--- config.mk ---
export PLATFORM = sky130hd
export DESIGN_NAME = inst_sequencer
export DESIGN_NICKNAME = d
export VERILOG_FILES = /design/src/rtl/inst_sequencer_pkg.sv /design/src/rtl/inst_sequencer_pc_reg.sv /design/src/rtl/inst_sequencer.sv
export SDC_FILE = /design/constraint.sdc
export NUM_CORES = 1
export LEC_CHECK = 0
export ABC_AREA = 1
export BUFFER_PORTS_ARGS = -buffer_cell sky130_fd_sc_hd__clkbuf_2
export CAP_MARGIN = 20
export CORE_MARGIN = 3
export CORE_UTILIZATION = 25
export CTS_BUF_LIST = sky130_fd_sc_hd__clkbuf_16
export DETAILED_ROUTE_END_ITERATION = 10
export SLEW_MARGIN = 20
export SYNTH_ARGS = -nofsm -noshare
export SYNTH_HDL_FRONTEND = slang
export SYNTH_HIERARCHICAL = 1
export SYNTH_SLANG_ARGS = --single-unit
--- constraint.sdc ---
create_clock -name clk -period 3.77 [get_ports clk]
set_clock_uncertainty 0.15 [all_clocks]
set_input_delay 0.754 -clock clk [delete_from_list [all_inputs] [get_ports clk]]
set_output_delay 0.754 -clock clk [all_outputs]
set_load 0.005 [all_outputs]
--- src/rtl/inst_sequencer_pkg.sv ---
// Shared encodings for the instruction sequencer: FSM states, instruction
// classes and the instruction bit positions that select them.
package inst_sequencer_pkg;

  typedef enum logic [2:0] {
    ST_IDLE   = 3'd0,
    ST_FETCH  = 3'd1,
    ST_DECODE = 3'd2,
    ST_EXEC   = 3'd3,
    ST_HALT   = 3'd4
  } state_e;

  typedef enum logic [1:0] {
    CLS_DP  = 2'd0,
    CLS_JC  = 2'd1,
    CLS_JMP = 2'd2,
    CLS_HLT = 2'd3
  } inst_class_e;

  // Raw values of the two-bit class field at the top of the instruction.
  localparam logic [1:0] FIELD_JC   = 2'b10;
  localparam logic [1:0] FIELD_JUMP = 2'b11;

  function automatic int class_hi_bit(input int inst_width);
    return inst_width - 1;
  endfunction

  function automatic int halt_bit(input int inst_width);
    return inst_width - 3;
  endfunction

endpackage

--- src/rtl/inst_sequencer_pc_reg.sv ---
// Program counter: load has priority over increment; increment wraps
// modulo 2**PC_WIDTH.
module inst_sequencer_pc_reg #(
  parameter int PC_WIDTH = 4
) (
  input  logic                clk,
  input  logic                rst,
  input  logic                load,
  input  logic                inc,
  input  logic [PC_WIDTH-1:0] target,
  output logic [PC_WIDTH-1:0] pc
);

  localparam logic [PC_WIDTH-1:0] PC_ONE = {{(PC_WIDTH-1){1'b0}}, 1'b1};

  logic [PC_WIDTH-1:0] pc_d;
  logic [PC_WIDTH-1:0] pc_q;

  always_comb begin
    pc_d = pc_q;
    if (load) begin
      pc_d = target;
    end else if (inc) begin
      pc_d = pc_q + PC_ONE;
    end else begin
      pc_d = pc_q;
    end
  end

  always_ff @(posedge clk or negedge rst) begin
    if (!rst) begin
      pc_q <= '0;
    end else begin
      pc_q <= pc_d;
    end
  end

  assign pc = pc_q;

endmodule

--- src/rtl/inst_sequencer.sv ---
// Fetch/decode/execute controller: fetches words from program ROM over a
// req/ack handshake, holds the instruction for the datapath, resolves jumps.
module inst_sequencer
  import inst_sequencer_pkg::*;
#(
  parameter int BIT_WIDTH    = 4,
  parameter int INST_WIDTH   = 8,
  parameter int OPCODE_WIDTH = 5,
  parameter int PC_WIDTH     = 4
) (
  input  logic                  clk,
  input  logic                  rst,
  input  logic                  run,
  output logic                  rom_req,
  output logic [PC_WIDTH-1:0]   rom_addr,
  input  logic                  rom_ack,
  input  logic [INST_WIDTH-1:0] rom_data,
  output logic [INST_WIDTH-1:0] inst,
  output logic                  dp_we,
  input  logic                  alu_cout,
  output logic [PC_WIDTH-1:0]   pc,
  output logic                  halt
);

  localparam int CLS_HI  = class_hi_bit(INST_WIDTH);
  localparam int HLT_BIT = halt_bit(INST_WIDTH);

  // Parameter sets that leave no room for class, halt and target fields.
  if (OPCODE_WIDTH >= INST_WIDTH || BIT_WIDTH < 1 || PC_WIDTH > HLT_BIT) begin : g_bad_params
  end

  state_e                state_d, state_q;
  logic [INST_WIDTH-1:0] inst_d, inst_q;
  logic                  cflag_d, cflag_q;
  logic                  rom_req_d, rom_req_q;
  logic                  dp_we_d, dp_we_q;
  logic                  halt_d, halt_q;
  logic                  pc_load_s;
  logic                  pc_inc_s;
  inst_class_e           cls_s;
  logic [PC_WIDTH-1:0]   pc_s;

  always_comb begin
    cls_s = CLS_DP;
    case (inst_q[CLS_HI -: 2])
      FIELD_JC:   cls_s = CLS_JC;
      FIELD_JUMP: begin
        if (inst_q[HLT_BIT]) begin
          cls_s = CLS_HLT;
        end else begin
          cls_s = CLS_JMP;
        end
      end
      default:    cls_s = CLS_DP;
    endcase
  end

  always_comb begin
    state_d   = state_q;
    inst_d    = inst_q;
    cflag_d   = cflag_q;
    pc_load_s = 1'b0;
    pc_inc_s  = 1'b0;
    case (state_q)
      ST_IDLE: begin
        if (run) begin
          state_d = ST_FETCH;
        end else begin
          state_d = ST_IDLE;
        end
      end
      ST_FETCH: begin
        if (rom_ack) begin
          inst_d  = rom_data;
          state_d = ST_DECODE;
        end else begin
          state_d = ST_FETCH;
        end
      end
      ST_DECODE: state_d = ST_EXEC;
      ST_EXEC: begin
        case (cls_s)
          CLS_DP: begin
            cflag_d  = alu_cout;
            pc_inc_s = 1'b1;
          end
          CLS_JC: begin
            if (cflag_q) begin
              pc_load_s = 1'b1;
            end else begin
              pc_inc_s = 1'b1;
            end
          end
          CLS_JMP: pc_load_s = 1'b1;
          default: pc_load_s = 1'b0;
        endcase
        if (cls_s == CLS_HLT) begin
          state_d = ST_HALT;
        end else if (run) begin
          state_d = ST_FETCH;
        end else begin
          state_d = ST_IDLE;
        end
      end
      ST_HALT: state_d = ST_HALT;
      default: state_d = ST_IDLE;
    endcase
    // Outputs are registered from the next state so they are glitch-free.
    rom_req_d = (state_d == ST_FETCH);
    dp_we_d   = (state_d == ST_EXEC) && (cls_s == CLS_DP);
    halt_d    = (state_d == ST_HALT);
  end

  always_ff @(posedge clk or negedge rst) begin
    if (!rst) begin
      state_q   <= ST_IDLE;
      inst_q    <= '0;
      cflag_q   <= 1'b0;
      rom_req_q <= 1'b0;
      dp_we_q   <= 1'b0;
      halt_q    <= 1'b0;
    end else begin
      state_q   <= state_d;
      inst_q    <= inst_d;
      cflag_q   <= cflag_d;
      rom_req_q <= rom_req_d;
      dp_we_q   <= dp_we_d;
      halt_q    <= halt_d;
    end
  end

  inst_sequencer_pc_reg #(
    .PC_WIDTH(PC_WIDTH)
  ) u_pc_reg (
    .clk    (clk),
    .rst    (rst),
    .load   (pc_load_s),
    .inc    (pc_inc_s),
    .target (inst_q[PC_WIDTH-1:0]),
    .pc     (pc_s)
  );

  assign pc       = pc_s;
  assign rom_addr = pc_s;
  assign rom_req  = rom_req_q;
  assign inst     = inst_q;
  assign dp_we    = dp_we_q;
  assign halt     = halt_q;

endmodule

# [Yosys cells after proc, flatten, opt, wreduce, memory -nomap -nowiden]
# Cells that the tools add are included.
# Widths: inputs -> output; s select.
[word_totals] rom_bits=0 latch_bits=0 ram_bits=0 out_inout_bits=19 wordCells=40 mem_count=0 register_bits=19
[classes] n_reduce_logical=6 n_addsub=1 n_div=0 mul=0 magnitude_cmp=0 n_bitwise=0 shifts=0 n_eq_ne=12 mux=14
[ops] op="$pmux 3 s5" n=1
[ops] op="$eq 3x2->1 const B" n=3
[ops] op="$eq 2x2->1 const B" n=4
[ops] op="$mux 4" n=2
[ops] op="$eq 3x1->1 const B" n=2
[ops] op="$eq 3x3->1 const B" n=2
[ops] op="$mux 1" n=6
[ops] op="$add 4x1->4 const B" n=1
[ops] op="$pmux 1 s2" n=2
[ops] op="$pmux 2 s2" n=1
[ops] op="$reduce_and 2->1" n=2
[ops] op="$logic_not 3->1" n=1
[ops] op="$mux 3" n=1
[ops] op="$eq 2x1->1 const B" n=1
[ops] op="$logic_not 2->1" n=1
[ops] op="$mux 2" n=1
[ops] op="$reduce_bool 2->1" n=1
[ops] op="$logic_and 1x1->1" n=1

# [Logic depth before layout (Yosys ltp)]
# Gate-level depths: netlist of the first run.
[logic_depth] word_depth=7 ltp_mapped=9 depth_no_buf=9

# [By module]
# The synthesis of the first run kept the hierarchy.
[modules_own_cells] module="inst_sequencer" cells_per_inst=75 seq_area_each_um2=375.4 instances=1 area_per_inst_um2=706.9
[modules_own_cells] module="inst_sequencer_pc_reg" cells_per_inst=27 seq_area_each_um2=100.1 instances=1 area_per_inst_um2=219.0

# [Worst setup path before layout of the first run]
# OpenSTA, ideal clock, no wires.
[synth_timing] path_kind="register -> register" from="register state_q[0]" to="register u_pc_reg.pc_q[3], in the netlist u_pc_reg/pc[3]" period_less_slack_ps=1569 path_buffers=0 path_slack_ps=2201 t_required_ps=3499 stages_incl_launch_ff=8 setup_ps=121 arrival_ps=1298 path_cell_list="dfrtp_1 > nand2_1 > nor2_2 > inv_1 > a211oi_2 > nor2_1 > a22oi_1 > nand2_1"
[synth_via] elab_chain_cells=3 elab_cells_between_ends=5 classes_between="1 x eq/ne; 3 x mux; 1 x reduce/logical"
[synth_rtl] element="start, declared" line="inst_sequencer.sv:32" source="state_e state_d, state_q;"
[synth_rtl] element="start signal, assigned" line="inst_sequencer.sv:123" source="state_q <= state_d;"
[synth_rtl] element="$eq 3x2->1 *" line="inst_sequencer.sv:64" source="case (state_q)"
[synth_rtl] element="$mux 1 *" line="inst_sequencer.sv:64"
[synth_rtl] element="via pc_load_s" line="inst_sequencer.sv:38" source="logic pc_load_s;"
[synth_rtl] element="$mux 4 / $reduce_bool 2->1 (equally long branches)"
[synth_rtl] element="end signal, assigned" line="inst_sequencer_pc_reg.sv:34" source="pc_q <= pc_d;"
[synth_rtl] element="end, declared" line="inst_sequencer_pc_reg.sv:17" source="logic [PC_WIDTH-1:0] pc_q;"
# Mark *: on every way through the listed nets, which the timed path passes. The rest lies on a longest branch.
# A chain may end at the register's enable or synchronous reset.

# [Worst setup path after layout of the first run]
[layout_timing] from="register state_q[0]" to="register u_pc_reg.pc_q[2], in the netlist u_pc_reg/pc[2]"
# Same word-level chain as after synthesis.

==> results of run 1 <==
## cell usage in the layout, fill, tap and decap left out
cell and count:
clkinv_2 1, nor3_1 1, nand4_4 1, o21ai_2 7, nand3_1 6, a21boi_1 1
nor2_2 1, ha_1 1, inv_1 16, a21oi_2 2, nand4_1 1, o21ai_0 4
clkbuf_16 3, o211ai_1 1, nor2_1 7, a211oi_2 1, a22oi_1 1, dfrtp_1 19
nand2_1 25, clkbuf_2 31, xnor2_1 1, o21ai_1 1
## critical path, cell delays in order, from the launching register on
cell      delay, ns
dfrtp_1        0.45
nand2_1        0.09
nor2_2         0.12
inv_1          0.11
a211oi_2       0.35
nor2_1         0.16
a21boi_1       0.16
o21ai_0        0.09
## path summary, 6_finish.rpt
check,start,to
setup reg to reg,state_q[0],u_pc_reg/pc[2]
setup / recovery,state_q[0],u_pc_reg/pc[2]
min in group clk,cflag_q,cflag_q
hold reg to reg,cflag_q,cflag_q
max in group asynchronous,rst,state_q[2]
hold / removal,rst,state_q[0]
## state kept, by name, summed over array words and instances, names as in the netlist
name,cells
rom_req,1
state_q,3
dp_we,1
halt,1
u_pc_reg/pc,4
cflag_q,1
inst,8
## through the flow
| stage | setup slack (ns) | instances | power, mW | utilization |
|---|---|---|---|---|
| finish | 1.95 | 178 | 0.935 | 0.342 |
| global route | 1.82 | 178 | 1.01 | 0.342 |
| CTS | 1.94 | 178 | 0.945 | 0.342 |
| detailed placement | 1.98 | 174 | 0.724 | 0.319 |
| global placement | 2.04 | 174 | 0.710 | 0.319 |
| floorplan | 2.20 | 102 | 0.605 | - |
## report_power, final
group | switching [mW] | total (mW) | internal, mW
Sequential | 0.0932 | 0.381 | 0.288
Clock | 0.0748 | 0.217 | 0.142
Combinational | 0.188 | 0.337 | 0.149
Total | 0.356 | 0.935 | 0.578
## final cells by class
| type | instances | area, µm² |
|---|---|---|
| clock buffers | 3 | 75.1 |
| well taps | 46 | 57.6 |
| repair buffers | 31 | 155 |
| inverters | 16 | 60.1 |
| fillers | 369 | 2260 |
| clock inverters | 1 | 5.00 |
| multi-input cells | 62 | 349 |
| flip-flops and latches | 19 | 475 |
## routing by layer
layer  track usage  vias up  wire length [µm]  share of wire
met5             0        -                 0              0
met4        0.0608        0                44          0.023
met3        0.0202        4                84          0.043
met2         0.166       19               931           0.48
met1         0.114      340               889           0.46
li1              -      384                 -              -
## cells by family (layout without fill, tap and decap cells)
group	after synthesis	after routing	synth area share
AOI/OAI and AO/OA	18	18	0.150
xor gates and xnor gates	1	1	0.00946
adders and majority gates	1	1	0.0135
buffers and inverters	21	51	0.109
DFF	19	19	0.514
and+or+nand+nor	42	42	0.204
==> implementation parameters, run 1 <==
Parameter                              Value

STA
  Share of the cycle needed by the critical path after routing    0.482
  Worst hold-check slack    0.297 ns
  Final-report hold violation count    0
  Final count of pins violating max slew    0
  Summed negative setup slack over all endpoints    0 ns
  Final critical path time including I/O delays and setup    1.82 ns
  Number of setup violations in the final report    0
  Pin slew with the least headroom to its limit    0.472 ns
  RSZ-0062 raised after global routing    false
  Max-slew headroom    0.686
  Fmax    551 MHz

Placement
  Input/output buffers    31
  Total placed instance area    1100 µm²
  Final weighted congestion in routability-driven placement    slightly above 0.8
  Half-perimeter wire length after detailed placement    approximately 1500 µm

Routing
  Drt first-iter violations    15
  Remaining routing DRC violations    0
  Via density per instance    4.20
  Post-DRT Antenna Nets    0
  First-pass DRT Iterations    4
  Detailed-route wire length per cell    around 11 µm
  Detailed Route WL    1950 µm
  DR vias    approximately 750

Die
  Initial standard-cell utilization of the core    0.269
  Area of the die    4470 µm²
  Core Rows    21
  Floorplan die height    66.9 µm
  I/O Pins    32
  Core footprint    3440 µm²
  Width of the die    66.9 µm

Clock tree
  Clock transition at path regs    0.05 ns
  Cells resized by post-CTS repair    0
  Buffers inserted during post-CTS setup optimization    0
  CTS Hold Buffers Added    0
  TritonCTS Buffers    3
  TritonCTS clock tree    yes
  Number of sinks handled by clock tree synthesis    19
  Worst-Skew Late Latency    approximately 0.25 ns
  Worst-case clock buffer depth    2
  Number of H-tree levels    1
  Buffer cell driving the clock tree root    clkbuf_16

Power and ir drop
  Leak Pwr    0.625 nW
  VDD IR-drop max    0.201 mV
  Power per standard cell area    just under 800 nW/µm²

Critical path
  Category of the critical setup timing path    flip-flop to flip-flop
  Register-to-register setup slack    around 2.0 ns
  Data arrival time of the critical path    1.80 ns
  Biggest fanout along the worst timing path    6
  Worst endpoint required time    3.75 ns
  CP endpoint kind    flip-flop
  Critical Path Source Type    flip-flop
  Worst Reg2Reg Path Length in Cells    7

Logic synthesis
  Post-synthesis instance area    926 µm²
  Most frequent cells after synthesis    nand2_1 (25), dfrtp_1 (19), inv_1 (16), nor2_1 (7), o21ai_2 (7)
  Synth top area cells    dfrtp_1 (51%), nand2_1 (10%), o21ai_2 (6.6%)
  Number of enable flip-flop cells after synthesis    0
  Post-Syn Instances    102
  Share of async-settable or async-resettable flops after synthesis    1.00
  Cell variety after synth    21
  Most numerous cell in the Yosys netlist    nand2_1
  Post-synthesis net count    116
  Register area share after synthesis    0.514
  Post-synthesis cell type with the largest combined area    dfrtp_1
  Average cell area after synthesis    9.08 µm²
  Most used flip-flop cell after synthesis    dfrtp_1
  Yosys Warn Count    6
  Top cell type's share of synthesized area    0.514
  Count of state elements after synthesis    19

Finish
  Non-Filler Cell Area, Final    1180 µm²
  Growth of design area from synthesis to finish    27.2%
  Fraction of layout instances using a drive strength above 1    0.356
  Fin nets    147
  Number of antenna repair diodes    0

Outcome
  Outcome    finished clean

GRT
  Number of antenna violations at the first check in global routing    0
  First-pass GRT wire length    3300 µm
  Vias in the first global route    735
  Remaining global-route overflow    0
  Maximum number of pins on one net before global-route repair    20
  GRT Util Overall    0.0988

Min path
  Hold crit path type    primary input to asynchronous set/reset pin

Flow run
  Max-capacitance violation count    0
Note: power is estimated with default switching activity, not from simulation.
==> run 2, diff against run 1 <==
==> constraint.sdc (replaced) <==
create_clock -name clk -period 1.5 [get_ports clk]
set_clock_uncertainty 0.15 [all_clocks]
set_input_delay 0.3 -clock clk [delete_from_list [all_inputs] [get_ports clk]]
set_output_delay 0.3 -clock clk [all_outputs]
set_load 0.005 [all_outputs]
==> implementation parameters, run 2 (synthesized netlist as in run 1, its figures left out) <==
Parameter                              Value

Outcome
  Outcome    finished clean

Clock tree
  Number of H-tree levels    1
  TritonCTS clock tree    yes
  Buffer cell driving the clock tree root    clkbuf_16
  Clock transition at path regs    approximately 0.05 ns
  Number of sinks handled by clock tree synthesis    19
  TritonCTS Buffers    3
  Worst-Skew Late Latency    0.25 ns
  Worst-case clock buffer depth    2

GRT
  Vias in the first global route    744
  Maximum number of pins on one net before global-route repair    20
  GRT Util Overall    0.0934
  Number of antenna violations at the first check in global routing    0
  First-pass GRT wire length    3220 µm
  Remaining global-route overflow    0

Finish
  Most frequent cells in the layout    clkbuf_2 (31), nand2_1 (22), dfrtp_1 (19)
  Post-layout util    0.383
  Non-Filler Cell Area, Final    1320 µm²
  Fin nets    159
  Most common cell after layout, fill and taps aside    clkbuf_2
  Growth of design area from synthesis to finish    42.4%
  Fraction of layout instances using a drive strength above 1    0.465
  Filler cell count in the final layout    ~350
  Number of antenna repair diodes    0
  Max reg flops    8
  Sequential standard cell area    475 µm²
  Combined area of the multi-input logic cells    around 380 µm²

Critical path
  Slowest Stage Delay on Critical Path    0.40 ns
  Category of the critical setup timing path    flip-flop to flip-flop
  Critical Path Source Type    flip-flop
  CP endpoint kind    flip-flop
  Worst endpoint required time    1.52 ns
  Data arrival time of the critical path    1.50 ns
  Reg-to-reg endpoint    u_pc_reg/pc[2]
  Critical path cell sequence    nor2_2 -> inv_2 -> a211oi_4 -> buf_4 -> nand2_1 -> a21boi_1 -> o21ai_1
  Biggest fanout along the worst timing path    5
  Beginning of the worst register-to-register path    state_q[2]
  Worst Reg2Reg Path Length in Cells    7
  Register-to-register setup slack    roughly 0.029 ns
  Slowest stage cell on the critical path    dfrtp_1

STA
  Max-slew headroom    0.689
  Number of setup violations in the final report    0
  Final-report hold violation count    0
  Worst hold-check slack    0.122 ns
  RSZ-0062 raised after global routing    true
  Fmax    680 MHz
  Final count of pins violating max slew    0
  Pin slew with the least headroom to its limit    0.466 ns
  Share of the cycle needed by the critical path after routing    0.981
  Final critical path time including I/O delays and setup    between 1 and 1.5 ns

Power and ir drop
  Share of power burned in the clock network    0.204
  Combinational cell fraction of total power    0.442
  Power dissipated by switching net loads    0.975 mW
  VDD IR-drop max    0.831 mV
  Power per standard cell area    1970 nW/µm²
  Internal    1.63 mW
  Switching portion of total power    0.375
  Leak Pwr    0.700 nW
  Sequential power share    0.354

Routing
  Via density per instance    4.12
  Detailed-route wire length per cell    10.9 µm
  Drt first-iter violations    20
  Post-DRT Antenna Nets    0
  DR vias    783
  Detailed Route WL    2070 µm
  Remaining routing DRC violations    0
  First-pass DRT Iterations    3

Die
  I/O Pins    32
  Initial standard-cell utilization of the core    0.269
  Area of the die    4470 µm²
  Floorplan die height    66.9 µm
  Width of the die    approximately 67 µm
  Core Rows    21
  Core footprint    3440 µm²

Min path
  Hold Path Sink    inst[4]
  Hold crit path type    primary input to flip-flop
  Hold depth    3
  Min-delay src    rom_data[4]

Flow run
  Max-capacitance violation count    0

Placement
  Input/output buffers    31
  Total placed instance area    between 1000 and 1500 µm²
  Half-perimeter wire length after detailed placement    1540 µm
  Final weighted congestion in routability-driven placement    0.890
run 2: timing repair:
item / 4_1_cts / 5_1_grt
hold endpoints to repair: 19 / 0
hold buffers: 1 / 0
endpoints found under the setup margin: 2 / 4
gates resized for setup: 1 / 9
setup buffers: 3 / 3
pin swaps: 2 / 4
run 2: final cells by class:
| class | instances | share of cell area |
|---|---|---|
| well taps | 46 | 0.0436 |
| repair buffers | 43 | 0.200 |
| clock buffers | 3 | 0.0569 |
| inverters | 16 | 0.0455 |
| flip-flops and latches | 19 | 0.361 |
| multi-input cells | 62 | 0.290 |
| clock inverters | 1 | 0.00285 |
run 2: power groups by stage:
stage               logic [mW]  clock network (mW)  registers, mW
floorplan                0.622                   0          0.934
global placement          1.01                   0          0.918
detailed placement        1.03                   0          0.927
CTS                       1.08               0.541          0.918
global route              1.28               0.568          0.960
finish                    1.15               0.531          0.920
run 2: worst max-delay path by stage:
stage / startpoint / endpoint / cells after the start
floorplan: state_q[0] / u_pc_reg/pc[3] / 9
global placement: state_q[2] / u_pc_reg/pc[3] / 8
detailed placement: state_q[2] / u_pc_reg/pc[3] / 8
CTS: state_q[0] / u_pc_reg/pc[3] / 9
global route: state_q[1] / u_pc_reg/pc[2] / 8
finish: state_q[2] / u_pc_reg/pc[2] / 7
run 2: stage by stage:
stage / std cells / power [mW] / setup TNS, ns / setup WS, ns
final: 190 / 2.60 / 0 / 0.0291
after global placement: 179 / 1.93 / 0 / 0.0575
after detailed placement: 179 / 1.95 / -0.0431 / -0.0368
after CTS: 187 / 2.54 / 0 / 0.00210
after floorplan: 102 / 1.56 / -0.00416 / -0.00416
after global routing: 190 / 2.81 / -0.160 / -0.0451
run 2: worst max-delay path: cells and delay by family, from the launching register on:
family | cells | cell delay [ns]
DFF | 1 | 0.40
buffers and inverters | 2 | 0.24
and+or+nand+nor | 2 | 0.20
AOI/OAI and AO/OA | 3 | 0.42
run 2: metal layers:
metal | vias up | global-route usage | wire length [µm]
li1 | 404 | - | -
met1 | 362 | 0.115 | 882
met2 | 15 | 0.163 | 1100
met3 | 2 | 0.0118 | 60
met4 | 0 | 0.0380 | 27
met5 | - | 0 | 0
==> run 3, diff against run 2 <==
--- a/config.mk
+++ b/config.mk
@@ -12,6 +12,7 @@
 export CORE_UTILIZATION = 25
 export CTS_BUF_LIST = sky130_fd_sc_hd__clkbuf_16
 export DETAILED_ROUTE_END_ITERATION = 10
+export MAX_ROUTING_LAYER = met4
 export SLEW_MARGIN = 20
 export SYNTH_ARGS = -nofsm -noshare
 export SYNTH_HDL_FRONTEND = slang
==> implementation parameters, run 3 (synthesized netlist as in run 1, its figures left out) <==
Parameter                              Value

Routing
  Via density per instance    4.05
  DR vias    774
  Drt first-iter violations    29
  First-pass DRT Iterations    4
  Post-DRT Antenna Nets    0
  Detailed-route wire length per cell    10.7 µm
  Detailed Route WL    2040 µm
  Remaining routing DRC violations    0

Finish
  Number of antenna repair diodes    0
  Post-layout util    0.382
  Most common cell after layout, fill and taps aside    clkbuf_2
  Most frequent cells in the layout    clkbuf_2 (31), nand2_1 (23), dfrtp_1 (19)
  Fraction of layout instances using a drive strength above 1    0.455
  Max reg flops    8
  Layout Cells excl Fill    191
  Fin nets    160
  Growth of design area from synthesis to finish    41.9%

STA
  RSZ-0062 raised after global routing    true
  Worst setup slack after layout    0.0413 ns
  Final count of pins violating max slew    0
  Number of setup violations in the final report    0
  Final critical path time including I/O delays and setup    1.46 ns
  Worst hold-check slack    0.120 ns
  Share of the cycle needed by the critical path after routing    0.972
  Max-slew headroom    0.682
  Pin slew with the least headroom to its limit    0.477 ns
  Final-report hold violation count    0
  Fmax    686 MHz

Die
  Width of the die    66.9 µm
  Core Rows    21
  Initial standard-cell utilization of the core    0.269
  Area of the die    4470 µm²
  I/O Pins    32
  Core footprint    ~3400 µm²
  Floorplan die height    66.9 µm

Power and ir drop
  Power per standard cell area    1990 nW/µm²
  Leak Pwr    approximately 0.70 nW
  VDD IR-drop max    0.613 mV
  Total power    2.61 mW

Clock tree
  Number of sinks handled by clock tree synthesis    19
  Worst-case clock buffer depth    2
  Worst-Skew Late Latency    0.25 ns
  Clock transition at path regs    around 0.06 ns
  TritonCTS clock tree    yes
  Number of H-tree levels    1
  Buffer cell driving the clock tree root    clkbuf_16
  TritonCTS Buffers    3

GRT
  GRT Util Overall    0.101
  Vias in the first global route    759
  Number of antenna violations at the first check in global routing    0
  Remaining global-route overflow    0
  Met1 Use GR    0.120
  Met2 routing resource usage after global routing    0.162
  First-pass GRT wire length    3330 µm
  Maximum number of pins on one net before global-route repair    20
  Met3 demand-to-capacity share in global routing    0.0152
  Most Crowded Layer GR    met2

Placement
  Half-perimeter wire length after detailed placement    1530 µm
  Input/output buffers    31
  Final weighted congestion in routability-driven placement    between 0.8 and 0.9
  # placed instances    180
  Placement-stage worst setup slack    0.00410 ns

Min path
  Hold depth    3
  Hold crit path type    primary input to flip-flop

Critical path
  Critical Path Source Type    flip-flop
  Worst endpoint required time    1.54 ns
  Data arrival time of the critical path    roughly 1.5 ns
  Number of stages on the worst setup path    8
  Largest delay contributor family on the critical path    flip-flops
  Worst Reg2Reg Path Length in Cells    8
  Slowest stage cell on the critical path    dfrtp_1
  Slowest Stage Delay on Critical Path    ~0.36 ns
  Biggest fanout along the worst timing path    3
  Category of the critical setup timing path    flip-flop to flip-flop
  Critical path cell sequence    nand2_1 -> nor2_2 -> inv_2 -> a211oi_4 -> buf_4 -> buf_4 -> a22oi_1 -> nand2_1
  CP endpoint kind    flip-flop
  Critical path buffer and inverter count    3

Flow run
  Max-capacitance violation count    0

Outcome
  Outcome    finished clean
[run 3: cell type report]
type | instances | area [µm²]
tap | 46 | 57.6
sequential | 19 | 475
clock buffer | 3 | 75.1
clock inverter | 1 | 5.00
inverter | 16 | 60.1
fill | 350 | 2130
timing repair buffer | 44 | 268
multi-input combinational | 62 | 373
[run 3: routing by layer]
layer / part of all wire / routed length (µm)
met3: 0.039 / 80
met1: 0.44 / 895
met2: 0.50 / 1020
met5: 0 / 0
met4: 0.023 / 46
[run 3: report_power, final]
group	total (mW)	switching [mW]	internal, mW
clock	0.547	0.190	0.357
combinational	1.14	0.586	0.555
sequential	0.922	0.200	0.723
total	2.61	0.976	1.64
[run 3: timing repair]
item,CTS,global route
gates cloned,0,0
hold buffers,1,0
setup buffers,4,2
pin swaps,3,3
endpoints found under the setup margin,1,5
hold endpoints to repair,19,0
gates resized for setup,2,4
[run 3: metrics by stage]
| stage | setup TNS [ns] | cell area [µm²] |
|---|---|---|
| floorplan | -0.00416 | 936 |
| finish | 0 | 1310 |
| CTS | 0 | 1290 |
| global placement | 0 | 1160 |
| global route | -0.0967 | 1310 |
| detailed placement | 0 | 1160 |
[run 3: final timing paths]
path	start	end	slack [ns]
max	state_q[0]	u_pc_reg/pc[3]	0.04
min	rom_data[1]	inst[1]	0.12
max reg2reg	state_q[0]	u_pc_reg/pc[3]	0.04
min reg2reg	inst[4]	inst[4]	0.34
max in group asynchronous	rst	inst[7]	0.49
min in group asynchronous	rst	rom_req	0.39
[run 3: worst min-delay path, cell delays in order]
cell      delay, ns
clkbuf_2       0.08
inv_1          0.05
o21ai_2        0.05
